`config.mk`:
```
export PLATFORM = sky130hd
export DESIGN_NAME = nibble_word_packer
export DESIGN_NICKNAME = d
export VERILOG_FILES = /design/src/rtl/nibble_word_packer.sv
export SDC_FILE = /design/constraint.sdc
export NUM_CORES = 1
export LEC_CHECK = 0
export BUFFER_PORTS_ARGS = -buffer_cell sky130_fd_sc_hd__buf_2
export CAP_MARGIN = 25
export CORE_MARGIN = 2
export CORE_UTILIZATION = 52
export DETAILED_ROUTE_END_ITERATION = 10
export PLACE_DENSITY_LB_ADDON = 0.15
export SKIP_CTS_REPAIR_TIMING = 1
export SLEW_MARGIN = 40
export SYNTH_ARGS = -nofsm -noshare
export SYNTH_HDL_FRONTEND = slang
export SYNTH_SLANG_ARGS = --single-unit
```
`constraint.sdc`:
```
create_clock -name i_clk -period 2.6 [get_ports i_clk]
set_input_delay 0 -clock i_clk [delete_from_list [all_inputs] [get_ports i_clk]]
set_output_delay 0 -clock i_clk [all_outputs]
set_load 0.01 [all_outputs]
```
`src/rtl/nibble_word_packer.sv`:
```
// Packs MSB-first 4-bit nibbles into 16-bit words behind a one-word output register.
// Optional parity output enabled by defining PACKER_PARITY_EN.
module nibble_word_packer #(
    parameter int unsigned NIBBLE_W = 4,
    parameter int unsigned NIBBLES  = 4,
    parameter int unsigned WORD_W   = NIBBLE_W * NIBBLES
) (
    input  logic                i_clk,
    input  logic                i_rst,
    input  logic                i_nib_valid,
    input  logic [NIBBLE_W-1:0] i_nib,
    output logic                o_nib_ready,
    input  logic                i_flush,
    output logic                o_valid,
    input  logic                i_ready,
    output logic [WORD_W-1:0]   o_data,
    output logic [2:0]          o_count
`ifdef PACKER_PARITY_EN
    ,
    output logic                o_parity
`endif
);

    localparam logic [2:0] NibblesC = 3'(NIBBLES);

    logic [WORD_W-1:0] r_asm;
    logic [WORD_W-1:0] r_out;
    logic [2:0]        r_count;
    logic              r_valid;

    logic              w_free;
    logic              w_accept;
    logic              w_full;
    logic              w_complete;
    logic              w_load;
    logic [2:0]        w_count_new;
    logic [WORD_W-1:0] w_asm_new;

    assign w_full      = (r_count == NibblesC);
    assign o_nib_ready = (r_count < NibblesC);
    assign w_free      = ~r_valid | i_ready;
    assign w_accept    = i_nib_valid & o_nib_ready;
    assign w_count_new = r_count + {2'b00, w_accept};

    // Empty slots are already zero (assembly is cleared on load), so padding is implicit.
    always_comb begin
        w_asm_new = r_asm;
        if (w_accept) begin
            for (int k = 0; k < int'(NIBBLES); k++) begin
                if (r_count == 3'(k)) begin
                    w_asm_new[WORD_W-1-k*NIBBLE_W -: NIBBLE_W] = i_nib;
                end
            end
        end
    end

    always_comb begin
        w_complete = 1'b0;
        if (w_full) begin
            w_complete = 1'b1;
        end else if (w_accept && (w_count_new == NibblesC)) begin
            w_complete = 1'b1;
        end else if (i_flush && (w_count_new != 3'd0)) begin
            w_complete = 1'b1;
        end
    end

    assign w_load = w_complete & w_free;

    always_ff @(posedge i_clk) begin
        if (!i_rst) begin
            r_asm   <= '0;
            r_out   <= '0;
            r_count <= '0;
            r_valid <= 1'b0;
        end else begin
            if (w_load) begin
                r_out   <= w_asm_new;
                r_valid <= 1'b1;
                r_asm   <= '0;
                r_count <= '0;
            end else begin
                if (r_valid && i_ready) begin
                    r_valid <= 1'b0;
                end
                r_asm   <= w_asm_new;
                // A flushed partial word that cannot leave yet parks as full.
                r_count <= w_complete ? NibblesC : w_count_new;
            end
        end
    end

`ifdef PACKER_PARITY_EN
    logic r_parity;

    always_ff @(posedge i_clk) begin
        if (!i_rst) begin
            r_parity <= 1'b0;
        end else if (w_load) begin
            r_parity <= ^w_asm_new;
        end
    end

    assign o_parity = r_parity;
`else
`endif

    assign o_valid = r_valid;
    assign o_data  = r_out;
    assign o_count = r_count;

endmodule

```
==> results.tsv <==
metric	value	unit
grt-busiest-layer	met2	
ys_top_cells_by_area	dfxtp_1 50%, mux2i_1 11%, a211oi_1 8.3%	
reg2reg_depth	6	
finalCritPeriodShare	0.918	
rsz0062_at_grt	no	
hp-class	input pin to flip-flop	
fin_tns_setup	0	ns
slowest_delay	0.68	ns
reg2reg_setup_slack	0.21	ns
synth-edff-count	0	
ys_seq_area_frac	0.500	
finalInstanceArea	1690	sq um
clk_pin_slew_worst_paths	0.11	ns
grt_max_degree	19	
diodes	0	
worstPathCellList	nor2b_1 -> ha_1 -> ha_1 -> o311a_1 -> or4_4 -> a21oi_1	
arrival	2.66	ns
cp_max_fo	17	
ir_drop	687	uV
route.detailed.drc	0	
synth_seq_cells	36	
cts.sinks	36	
combPwrFrac	0.439	
power_frac_clock	0.155	
seqPwrFrac	0.405	
finalClockSkew	0.0108	ns
die_area	3210	sq um
fin_ws	0.214	ns
cts_tree	yes	
die_w	56.7	um
hold_viol	0	
synthArstFlopShare	0	
place_ws	0.0775	ns
vias	1149	
synth_top_area_share	0.500	
cellLeakagePower	0.734	nW
status	finished clean	
globalRouteMet3Util	0.0899	
cp-start-kind	flip-flop	
wl_per_cell	14.7	um
dr.first_iter.drc_count	40	
cts_root_buf	clkbuf_4	
numCtsBuffers	5	
portBuffers	29	
core_region_area	2690	sq um
antenna_left	0	
synthToLayoutAreaGrowth	16.9	%
yosys.area.top_type	dfxtp_1	
final_common_cell	dfxtp_1	
clockBufferDepth	2	
vias_per_cell	5.60	
path_class	flip-flop to flip-flop	
antenna_found_initial	0	
drive_above_1_share	0.241	
max-cap-violations	0	
report.final.slew_viol_count	0	
netlist_instances	142	
hold_depth	3	
power.total	1.97	mW
period_minus_slack	2.39	ns
grt_first_pass_wirelength	4750	um
grt_util_met2	0.292	
rr_startpoint	o_count[2]	
synth_ff_type	dfxtp_1	
whs_endpoint	o_valid	
powerDensity	1170	nW/um^2
nFillCells	246	
h-tree-depth	2	
grt_usage	0.197	
placed_area	1570	sq um
dp_hpwl	2050	um
grt_util_met1	0.246	
synth_fp_nets	153	
relSlewSlack	0.555	
finalSetupViolCount	0	
fmax	0.419	GHz
dr.pass1.iters	4	
final_cell_mix	36 x dfxtp_1, 29 x buf_2, 18 x nor2_1	
syn_area_per_cell	10.2	sq um
r2r_end	o_count[2]	
rows	19	
gp_congestion	0.872	
endpoint_kind	flip-flop	
io-pin-count	30	
initial_core_util	0.537	
nets	184	
insertion_delay	0.34	ns
sw_frac_of_total	0.377	
path_common_cell	ha_1	
synthesis.area	1440	sq um
wl	3010	um
ys_types	28	
worst_ep_required_time	2.87	ns
die-height	56.7	um
hold_start	i_ready	
p_sw	744	uW
whs	0.0424	ns
tightest_slew	0.668	ns
ys.warnings.count	0	
grt_pass1_vias	1028	
p_int	1.23	mW
grt-ovfl-total	0	
cp_slowest_cell	or4_4	
==> worst max path at each step <==
stage	cells after the start	start	end
detailed placement	6	o_count[2]	o_data[14]
global route	6	o_count[2]	o_count[2]
floorplan	9	o_count[2]	r_asm[10]
CTS	6	o_count[2]	o_data[9]
global placement	6	o_count[2]	o_data[9]
finish	6	o_count[2]	o_count[2]
==> cell families after synthesis <==
logic type / count (synthesis) / synth area share
multiplexers: 16 / 0.111
AO/OA/AOI/OAI: 22 / 0.113
flip-flops: 36 / 0.500
AND/OR/NAND/NOR: 50 / 0.196
adder cells (fa/ha/maj): 2 / 0.0173
buffers and inverters: 16 / 0.0633
==> through the flow <==
step,util,instances
2_1_floorplan,-,142
3_3_place_gp,0.585,192
3_5_place_dp,0.585,192
4_1_cts,0.607,200
5_1_grt,0.628,205
6_report,0.628,205
==> power by group through the flow <==
stage,Combinational (mW),Sequential [mW],Clock [mW]
after floorplan,0.591,0.872,0
after global placement,0.831,0.804,0
after detailed placement,0.850,0.811,0
after CTS,0.850,0.800,0.316
after global routing,0.944,0.820,0.345
final,0.867,0.800,0.306
==> critical path: cells and delay by family (launching register included) <==
family / cells / cell delay, ns
compound gates: 2 / 0.61
fa+ha+maj: 2 / 0.51
flops: 1 / 0.43
simple gates: 2 / 0.77
==> metal layers <==
layer / vias to the layer above / part of all wire
li1: 583 / -
met1: 533 / 0.46
met2: 25 / 0.47
met3: 8 / 0.050
met4: 0 / 0.019
met5: - / 0
==> sequential cells by signal, summed over array words and instances (netlist names) <==
signal,count
o_valid,1
o_count,3
r_asm,16
o_data,16
==> Yosys cell counts, drive strengths merged, types with 2 or more instances <==
cell type / number
and3: 4
buf: 8
dfxtp: 36
clkbuf: 6
nor4: 16
mux2i: 16
a211oi: 16
a21oi: 2
and3b: 2
nor2: 18
ha: 2
nor2b: 3
==> final cells by class <==
type | instances | area (sq um) | area share
clock buffers | 8 | 58.8 | 0.0349
inverters | 2 | 7.51 | 0.00445
multi-input cells | 90 | 636 | 0.377
flip-flops and latches | 36 | 721 | 0.427
well taps | 31 | 38.8 | 0.0230
repair buffers | 38 | 225 | 0.134
Power figures use the tool's default switching activity.
